## config.mk

```make
export PLATFORM = sky130hd
export DESIGN_NAME = spi_txn_sequencer
export DESIGN_NICKNAME = d
export VERILOG_FILES = /design/src/rtl/spi_txn_sequencer.sv
export SDC_FILE = /design/constraint.sdc
export NUM_CORES = 1
export LEC_CHECK = 0
export BUFFER_PORTS_ARGS = -buffer_cell sky130_fd_sc_hd__buf_2
export CAP_MARGIN = 20
export CORE_UTILIZATION = 40
export DETAILED_ROUTE_END_ITERATION = 8
export GPL_TIMING_DRIVEN = 0
export MAX_ROUTING_LAYER = met4
export SYNTH_ARGS = -nofsm -noshare
export SYNTH_HDL_FRONTEND = slang
export SYNTH_SLANG_ARGS = --single-unit
```

## constraint.sdc

```tcl
create_clock -name i_clk -period 2.2 [get_ports i_clk]
set_clock_uncertainty 0.05 [all_clocks]
set_input_delay 0.44 -clock i_clk [delete_from_list [all_inputs] [get_ports i_clk]]
set_output_delay 0.44 -clock i_clk [all_outputs]
set_load 0.1 [all_outputs]
```

## src/rtl/spi_txn_sequencer.sv

```systemverilog
// spi_txn_sequencer: framed multi-byte SPI mode-0 master.
// One START with a byte count opens a CS-low frame. Bytes arrive over a
// valid/ready handshake, are shifted out on MOSI, and each received MISO
// byte comes back with a one-cycle RX_VALID strobe.
//
// Handshake: a byte transfers on a clock edge where o_tx_ready and
// i_tx_valid are both high. o_tx_ready is high only in LOAD, and it does
// not depend on i_tx_valid. The host may hold i_tx_valid low for any
// length of time; S_CLK stays low while it waits.
//
// Build option: define SPI_TXN_SEQUENCER_LSB_FIRST_EN for LSB-first bit
// order. The default build is MSB first. Timing is the same in both builds.
//
// o_state exposes the FSM state for debug.
module spi_txn_sequencer #(
   parameter int CLK_DIV  = 2,
   parameter int CS_SETUP = 2,
   parameter int CS_HOLD  = 2
) (
   input  logic       i_clk,
   input  logic       i_clr,
   input  logic       i_start,
   input  logic [3:0] i_len,
   input  logic [7:0] i_tx_data,
   input  logic       i_tx_valid,
   output logic       o_tx_ready,
   output logic [7:0] o_rx_data,
   output logic       o_rx_valid,
   output logic       o_busy,
   output logic       o_done,
   output logic       o_cs,
   output logic       o_s_clk,
   output logic       o_mosi,
   input  logic       i_miso,
   output logic [2:0] o_state
);

   localparam logic [2:0] ST_IDLE  = 3'd0;
   localparam logic [2:0] ST_SETUP = 3'd1;
   localparam logic [2:0] ST_LOAD  = 3'd2;
   localparam logic [2:0] ST_SHIFT = 3'd3;
   localparam logic [2:0] ST_HOLD  = 3'd4;

   localparam logic [7:0] DIV_LAST   = 8'(CLK_DIV - 1);
   localparam logic [7:0] SETUP_LAST = 8'(CS_SETUP - 1);
   localparam logic [7:0] HOLD_LAST  = 8'(CS_HOLD - 1);

   logic [2:0] r_state;
   logic [7:0] r_cnt;
   logic [7:0] r_div;
   logic [4:0] r_rem;
   logic [2:0] r_bit;
   logic [7:0] r_tx_sh;
   logic [7:0] r_rx_sh;
   logic [7:0] r_rx_data;
   logic       r_rx_valid;
   logic       r_done;
   logic       r_busy;
   logic       r_cs;
   logic       r_sclk;
   logic       r_mosi;
   logic       r_tx_ready;

   logic       w_tick;
   logic       w_hs;
   logic       w_first_bit;
   logic       w_next_bit;
   logic [7:0] w_tx_next;
   logic [7:0] w_rx_next;

   assign w_tick = (r_div == DIV_LAST);
   assign w_hs   = i_tx_valid & r_tx_ready;

`ifdef SPI_TXN_SEQUENCER_LSB_FIRST_EN
   // LSB first: shift right, so the first received bit ends up in bit 0.
   assign w_first_bit = i_tx_data[0];
   assign w_next_bit  = r_tx_sh[1];
   assign w_tx_next   = {1'b0, r_tx_sh[7:1]};
   assign w_rx_next   = {i_miso, r_rx_sh[7:1]};
`else
   // MSB first: shift left, so the first received bit ends up in bit 7.
   assign w_first_bit = i_tx_data[7];
   assign w_next_bit  = r_tx_sh[6];
   assign w_tx_next   = {r_tx_sh[6:0], 1'b0};
   assign w_rx_next   = {r_rx_sh[6:0], i_miso};
`endif

   // Transaction FSM, S_CLK divider, shift registers and registered outputs.
   always_ff @(posedge i_clk) begin
      if (i_clr) begin
         r_state    <= ST_IDLE;
         r_cnt      <= 8'd0;
         r_div      <= 8'd0;
         r_rem      <= 5'd0;
         r_bit      <= 3'd0;
         r_tx_sh    <= 8'h00;
         r_rx_sh    <= 8'h00;
         r_rx_data  <= 8'h00;
         r_rx_valid <= 1'b0;
         r_done     <= 1'b0;
         r_busy     <= 1'b0;
         r_cs       <= 1'b1;
         r_sclk     <= 1'b0;
         r_mosi     <= 1'b0;
         r_tx_ready <= 1'b0;
      end else begin
         r_rx_valid <= 1'b0;
         r_done     <= 1'b0;
         case (r_state)
            ST_IDLE: begin
               if (i_start) begin
                  r_rem   <= (i_len == 4'd0) ? 5'd16 : {1'b0, i_len};
                  r_cs    <= 1'b0;
                  r_cnt   <= 8'd0;
                  r_busy  <= 1'b1;
                  r_state <= ST_SETUP;
               end
            end
            ST_SETUP: begin
               if (r_cnt == SETUP_LAST) begin
                  r_tx_ready <= 1'b1;
                  r_state    <= ST_LOAD;
               end else begin
                  r_cnt <= r_cnt + 8'd1;
               end
            end
            ST_LOAD: begin
               if (w_hs) begin
                  r_tx_sh    <= i_tx_data;
                  r_mosi     <= w_first_bit;
                  r_div      <= 8'd0;
                  r_bit      <= 3'd0;
                  r_tx_ready <= 1'b0;
                  r_state    <= ST_SHIFT;
               end
            end
            ST_SHIFT: begin
               if (w_tick) begin
                  r_div  <= 8'd0;
                  r_sclk <= ~r_sclk;
                  if (!r_sclk) begin
                     // Rising edge: capture MISO.
                     r_rx_sh <= w_rx_next;
                  end else begin
                     // Falling edge: present the next MOSI bit.
                     r_tx_sh <= w_tx_next;
                     r_mosi  <= w_next_bit;
                     r_bit   <= r_bit + 3'd1;
                     if (r_bit == 3'd7) begin
                        r_rx_data  <= r_rx_sh;
                        r_rx_valid <= 1'b1;
                        r_rem      <= r_rem - 5'd1;
                        if (r_rem == 5'd1) begin
                           r_cnt   <= 8'd0;
                           r_state <= ST_HOLD;
                        end else begin
                           r_tx_ready <= 1'b1;
                           r_state    <= ST_LOAD;
                        end
                     end
                  end
               end else begin
                  r_div <= r_div + 8'd1;
               end
            end
            ST_HOLD: begin
               if (r_cnt == HOLD_LAST) begin
                  r_cs    <= 1'b1;
                  r_done  <= 1'b1;
                  r_busy  <= 1'b0;
                  r_state <= ST_IDLE;
               end else begin
                  r_cnt <= r_cnt + 8'd1;
               end
            end
            default: r_state <= ST_IDLE;
         endcase
      end
   end

   assign o_tx_ready = r_tx_ready;
   assign o_rx_data  = r_rx_data;
   assign o_rx_valid = r_rx_valid;
   assign o_busy     = r_busy;
   assign o_done     = r_done;
   assign o_cs       = r_cs;
   assign o_s_clk    = r_sclk;
   assign o_mosi     = r_mosi;
   assign o_state    = r_state;

endmodule

```

==> metrics.csv, run 1 <==
stage,metric,value,unit
status,status,finished clean,
critical_path,Worst R2R Start,r_div[0],
clocking,clock sinks,57,
detailed_routing,routed wire length,6.29,mm
critical_path,WP data arrival,2.29,ns
yosys,proportion of synthesized area in mux cells,6.27,%
place,PortBufs,34,
yosys,"area leader, netlist",dfxtp_1,
timing,fmax,0.475,GHz
place,DP Wirelength,4.36,mm
timing,period utilisation layout,95.7,%
yosys,Post-synth EDFFs,0,
yosys,area share of the largest cell type after synthesis,40.8,%
power,Cell Pwr Density,842,nW/um^2
clocking,Max clock buf depth,2,
yosys,distinct cell type count after synthesis,52,
critical_path,reg2reg setup slack,0.09,ns
yosys,Ys Warns,0,
yosys,Simple-Gate Fraction of Synth Area,25.4,%
timing,final hold slack,0.296,ns
clocking,CTS tree,yes,
clocking,cell at the root of the clock tree,clkbuf_8,
floorplan,Core Region,6760,um^2
yosys,Synth Area in Compound Gates,17.6,%
yosys,Post-Synth Adder-Cell Area,3.58,%
critical_path,Required @ worst endpoint,2.38,ns
critical_path,crit path kind,reg2reg,
timing,final setup vio count,0,
floorplan,Die Width,85.6,um
global_routing,GRT Residual Overflow,0,
critical_path,r2r endpoint,r_cnt[1],
cells_and_area,share of layout cells above drive strength 1,20.7,%
detailed_routing,Antenna Violating Nets Remaining,0,
yosys,register bit total from synthesis,57,
min_path,hold path startpoint,i_miso,
critical_path,Crit Path Max Fanout,8,
detailed_routing,# DRC,0,
cells_and_area,post-layout util,49.1,%
yosys,"Cell Area, Synth",2800,um^2
yosys,Syn Area/Cell,8.60,um^2
yosys,Synth Instances,325,
min_path,Worst Hold Class,in2reg,
yosys,Area contributors post-synth,"dfxtp_1 41%, nor2_1 6.0%, mux2i_1 5.7%, a21oi_1 4.7%, nand2_1 4.6%",
cells_and_area,Fillers,669,
timing,max_slew headroom,60.0,%
detailed_routing,Initial DRC Count,121,
detailed_routing,vias,2470,
detailed_routing,wire per inst,13.8,um
yosys,Synth Area in XOR/XNOR,1.57,%
floorplan,I/O pin count,35,
yosys,ys flop type,dfxtp_1,
critical_path,R2R cell count,5,
flow_run,Max-Cap Viols,0,
place,gpl congestion,0.832,
yosys,largest family of logic cells by synthesized area,simple AND/OR/NAND/NOR gates,
floorplan,Starting Density,41.4,%
global_routing,first-pass GRT wire length,10.3,mm
critical_path,Setup crit end kind,flip-flop,
cells_and_area,area delta synth->final,18.7,%
global_routing,initial antenna violation count,0,
timing,Worst Tran Pin Value,0.595,ns
global_routing,pin count of the biggest net entering global routing,12,
place,Placed Cells,439,
min_path,hold endpoint,r_rx_sh[0],
yosys,top-count cell post-synth,dfxtp_1,
timing,fin crit period,2.11,ns
detailed_routing,DRT Pass-1 Iters,4,
yosys,part of the Yosys area used for sequential elements,40.8,%
floorplan,die area,7330,um^2
yosys,Post-Syn Nets,350,
yosys,synth cell count leaders,"57 x dfxtp_1, 45 x nor2_1, 34 x nand2_1, 26 x a21oi_1, 16 x mux2i_1",
clocking,clock slew seen by the registers of the worst setup and hold paths,0.07,ns
timing,RSZ-0062 raised after global routing,no,
timing,final slew viol count,0,
clocking,cts bufs inserted,9,
detailed_routing,Vias/cell,5.42,
clocking,number of buffers added to fix hold violations after cts,0,
floorplan,site row count,30,
clocking,H-Tree Depth,3,
power,Pleak,0.00141,uW
cells_and_area,Final Non-Filler Cells,456,
yosys,asr flop ratio synth,0,%
floorplan,Vert. Die Dim,85.6,um
min_path,Min-Delay Path Depth,3,
clocking,clock network latency to the later pin of the worst-skew pair,0.34,ns
timing,Fin. Hold Viols,0,
cells_and_area,# diodes,0,
global_routing,total global-route track usage,18.5,%
critical_path,crit path launch type,flip-flop,
cells_and_area,Final #Nets,396,
power,Max VDD drop,0.000357,V
global_routing,number of global-route vias before repair,2174,
timing,setup total negative slack,0,ns
## stage by stage
stage          power [uW]  setup WS, ns  instance area [um^2]
6_report             2790        0.0947                  3320
5_1_grt              2920       0.00775                  3320
4_1_cts              2810        0.0865                  3300
3_5_place_dp         1720        0.0991                  3070
3_3_place_gp         1720        0.0861                  3070
2_1_floorplan        1600         0.127                  2800
## where the power goes
group / leakage [uW] / switching [uW] / internal (uW)
sequential: 0.000463 / 46.7 / 1080
combinational: 0.000846 / 405 / 177
clock: 0.000103 / 460 / 624
total: 0.00141 / 912 / 1880
## repair_timing
action                     4_1_cts  5_1_grt
resized for setup                0        2
buffers inserted                 0        1
setup endpoints to repair        0        3
## layout by cell type (no fill, tap or decap), types with 4 or more instances in the layout
cell type,n
a21oi_1,26
a311oi_1,9
buf_2,37
buf_4,4
clkbuf_1,10
clkbuf_8,10
dfxtp_1,53
ha_1,8
inv_1,11
mux2i_1,16
nand2_1,34
nand2b_1,4
nand3_1,10
nand3b_1,4
nor2_1,45
nor3_1,7
nor4_1,4
o21ai_0,15
o32ai_1,4
or3_1,4
xnor2_1,5
## layer usage
layer	up-vias	routed length (um)	global-route usage [%]
met5	-	0	-
met4	0	82	6.97
met1	1149	3180	24.7
met2	52	2790	26.5
li1	1262	-	-
met3	7	245	5.00
## flip-flops by register name (all words and copies together), names as in the netlist
signal and count:
r_div 8, o_tx_ready 1, r_rem 5, o_cs 1
r_tx_sh 7, o_rx_data 8, o_busy 1, o_s_clk 1
o_mosi 1, o_done 1, r_cnt 8, o_rx_valid 1
r_rx_sh 8, r_bit 3, o_state 3
## cells by family after synthesis
family,Yosys count
muxes,17
and+or+nand+nor,136
xor gates and xnor gates,5
DFF,57
adders and majority gates,8
buffers and inverters,29
AOI/OAI and AO/OA,73
## final cells by class
type | count | area, um^2 | share of cell area, %
Multi-Input combinational cell | 239 | 1530 | 46.2
Sequential cell | 57 | 1150 | 34.6
Timing Repair Buffer | 35 | 178 | 5.36
Clock buffer | 11 | 163 | 4.90
Tap cell | 80 | 100 | 3.02
Buffer | 18 | 91.3 | 2.75
Clock inverter | 5 | 61.3 | 1.85
Inverter | 11 | 41.3 | 1.24
## critical path, stage by stage, from the launching register on
cell      delay, ns
dfxtp_1        0.40
ha_1           0.17
nor4b_4        0.34
nand3_2        0.19
a221oi_4       0.51
mux2_4         0.33
## worst max path at each step
| stage | end | start | slack [ns] | depth (start not counted) |
|---|---|---|---|---|
| 3_3_place_gp | r_cnt[1] | o_state[1] | 0.09 | 6 |
| 6_report | r_cnt[1] | r_div[0] | 0.09 | 5 |
| 5_1_grt | r_cnt[1] | r_div[0] | 0.008 | 5 |
| 2_1_floorplan | r_cnt[1] | o_state[1] | 0.13 | 6 |
| 4_1_cts | r_cnt[1] | o_state[1] | 0.09 | 6 |
| 3_5_place_dp | r_cnt[1] | r_div[0] | 0.1 | 5 |
No activity file was read; power rests on OpenSTA's default activity.
==> inputs of run 2 (changes only) <==
- ABC_AREA: not set -> 1
==> run 2 against run 1 <==
Effect of this change:
- die area up 2.5%
- register-to-register slack better by 0.27 ns
- sequential share of layout area fell by 0.63 points
- clock power decreased by 7%
==> metrics.csv, run 2 <==
stage,metric,value,unit
power,Pleak,0.00146,uW
critical_path,r2r endpoint,r_cnt[7],
clocking,cell at the root of the clock tree,clkbuf_8,
min_path,Worst Hold Class,in2reg,
global_routing,total global-route track usage,18.8,%
critical_path,reg2reg setup slack,0.37,ns
critical_path,CP max stage cell,a21oi_2,
critical_path,cell family with most CP delay,simple AND/OR/NAND/NOR gates,
floorplan,die area,7510,um^2
floorplan,Core Region,6870,um^2
clocking,H-Tree Depth,3,
flow_run,Max-Cap Viols,0,
clocking,clock network latency to the later pin of the worst-skew pair,0.34,ns
place,gpl congestion,0.785,
yosys,Area contributors post-synth,"dfxtp_1 40%, nand2_1 12%, a21oi_1 7.7%, nor2_1 5.9%, nand3_1 5.8%",
floorplan,I/O pin count,35,
global_routing,initial antenna violation count,0,
detailed_routing,DRT Pass-1 Iters,4,
global_routing,GRT Residual Overflow,0,
clocking,Max clock buf depth,2,
clocking,clock sinks,57,
critical_path,Crit Path Max Fanout,8,
detailed_routing,Antenna Violating Nets Remaining,0,
cells_and_area,most frequent cells in the layout,"93 x nand2_1, 55 x dfxtp_1, 45 x nor2_1",
place,DP Wirelength,4.42,mm
critical_path,sequence of cells on the critical path,ha_1 -> inv_1 -> nor2_1 -> nand3_1 -> a21oi_2 -> nand2_4 -> nand2_1 -> a21oi_1,
critical_path,WP depth,8,
critical_path,Worst R2R Start,r_div[0],
critical_path,crit path kind,reg2reg,
global_routing,number of global-route vias before repair,2437,
critical_path,max incr delay on CP,0.46,ns
detailed_routing,wire per inst,11.2,um
yosys,"area leader, netlist",dfxtp_1,
clocking,number of buffers added to fix hold violations after cts,0,
yosys,Post-synth EDFFs,0,
place,placed instance area,3160,um^2
critical_path,Setup crit end kind,flip-flop,
timing,RSZ-0062 raised after global routing,no,
yosys,"Cell Area, Synth",2870,um^2
critical_path,R2R cell count,8,
yosys,register bit total from synthesis,57,
critical_path,Required @ worst endpoint,2.35,ns
status,status,finished clean,
power,Max VDD drop,0.00110,V
place,PortBufs,34,
cells_and_area,"Design Area, Final",3360,um^2
yosys,area share of the largest cell type after synthesis,39.8,%
yosys,Syn Area/Cell,7.06,um^2
detailed_routing,vias,2655,
floorplan,Starting Density,41.7,%
yosys,distinct cell type count after synthesis,36,
global_routing,pin count of the biggest net entering global routing,12,
timing,period utilisation layout,83.2,%
detailed_routing,# DRC,0,
global_routing,first-pass GRT wire length,10.7,mm
floorplan,Vert. Die Dim,86.7,um
yosys,Synth Instances,406,
clocking,clock slew seen by the registers of the worst setup and hold paths,0.07,ns
clocking,post-CTS sizing,0,
yosys,top-count cell post-synth,nand2_1,
cells_and_area,share of layout cells above drive strength 1,18.0,%
critical_path,WP data arrival,1.98,ns
critical_path,CP Launch Point,r_div[0],
yosys,ys flop type,dfxtp_1,
timing,Worst Tran Pin Value,0.567,ns
clocking,CTS tree,yes,
timing,setup total negative slack,0,ns
critical_path,Buf/Inv on CP,1,
timing,max_slew headroom,62.2,%
timing,fin crit period,1.83,ns
cells_and_area,area delta synth->final,17.3,%
cells_and_area,Fillers,724,
detailed_routing,Initial DRC Count,117,
yosys,part of the Yosys area used for sequential elements,39.8,%
critical_path,crit path launch type,flip-flop,
yosys,synth cell count leaders,"93 x nand2_1, 57 x dfxtp_1, 45 x nor2_1, 44 x a21oi_1, 39 x inv_1",
timing,final setup vio count,0,
critical_path,Setup crit end,r_cnt[7],
yosys,asr flop ratio synth,0,%
clocking,cts bufs inserted,9,
cells_and_area,Final #Nets,476,
yosys,Post-Syn Nets,431,
timing,Fin. Hold Viols,0,
timing,fmax,0.546,GHz
detailed_routing,Vias/cell,4.81,
yosys,Ys Warns,0,
floorplan,site row count,30,
clocking,Post-CTS Setup Inserts,0,
cells_and_area,# diodes,0,
detailed_routing,routed wire length,6.20,mm
cells_and_area,"commonest non-fill, non-tap cell in the layout",nand2_1,
timing,final slew viol count,0,
power,Cell Pwr Density,1160,nW/um^2
floorplan,Die Width,86.7,um
==> run 2: metrics by stage <==
| step | hold WS (ns) | setup WS [ns] | std cells | util (%) | total power (uW) |
|---|---|---|---|---|---|
| floorplan | 0.375 | 0.0268 | 406 | - | 2610 |
| global placement | 0.382 | 0.401 | 536 | 46.0 | 2900 |
| detailed placement | 0.383 | 0.377 | 536 | 46.0 | 2910 |
| CTS | 0.313 | 0.364 | 552 | 49.0 | 3930 |
| global route | 0.329 | 0.0896 | 552 | 49.0 | 4180 |
| finish | 0.322 | 0.369 | 552 | 49.0 | 3890 |
==> run 2: power by group <==
part	switching, uW	internal, uW	leakage (uW)	total, uW
clock network	448	555	0.0000949	1000
registers	122	1170	0.000463	1300
logic	1150	443	0.000899	1590
total	1720	2170	0.00146	3890
==> run 2: cells by family after synthesis <==
kind of cell / after synthesis / synth area share, %
AO/OA/AOI/OAI: 85 / 15.6
XOR/XNOR: 3 / 0.917
adder cells (fa/ha/maj): 8 / 3.49
buffers and inverters: 56 / 8.64
flip-flops: 57 / 39.8
AND/OR/NAND/NOR: 197 / 31.5
==> run 2: metal layers <==
layer | vias to the layer above | track usage (%) | part of all wire, %
met1 | 1191 | 22.1 | 49
met5 | - | - | 0
li1 | 1411 | - | -
met3 | 11 | 6.10 | 3.5
met4 | 0 | 5.30 | 1.1
met2 | 42 | 30.9 | 46
==> run 2: worst min-delay path, cell delays in order <==
cell	delay, ns
buf_2	0.10
nand3_1	0.07
a21oi_1	0.06
==> run 2: worst min path at each step <==
stage / to / from / slack [ns] / cells past startpoint
4_1_cts: r_rx_sh[0] / i_miso / 0.31 / 3
3_5_place_dp: o_rx_data[1] / o_rx_data[1] / 0.38 / 2
6_report: r_rx_sh[0] / i_miso / 0.32 / 3
2_1_floorplan: r_tx_sh[5] / r_tx_sh[5] / 0.37 / 2
5_1_grt: r_rx_sh[0] / i_miso / 0.33 / 3
3_3_place_gp: o_rx_data[6] / o_rx_data[6] / 0.38 / 2
==> run 2: cell type report <==
class / count / area [um^2] / area share (%)
clock buffer: 10 / 138 / 4.09
multi-input combinational: 293 / 1480 / 43.9
timing repair buffer: 34 / 170 / 5.06
clock inverter: 6 / 66.3 / 1.97
tap: 96 / 120 / 3.57
sequential: 57 / 1140 / 34.0
inverter: 46 / 175 / 5.21
buffer: 10 / 72.6 / 2.16
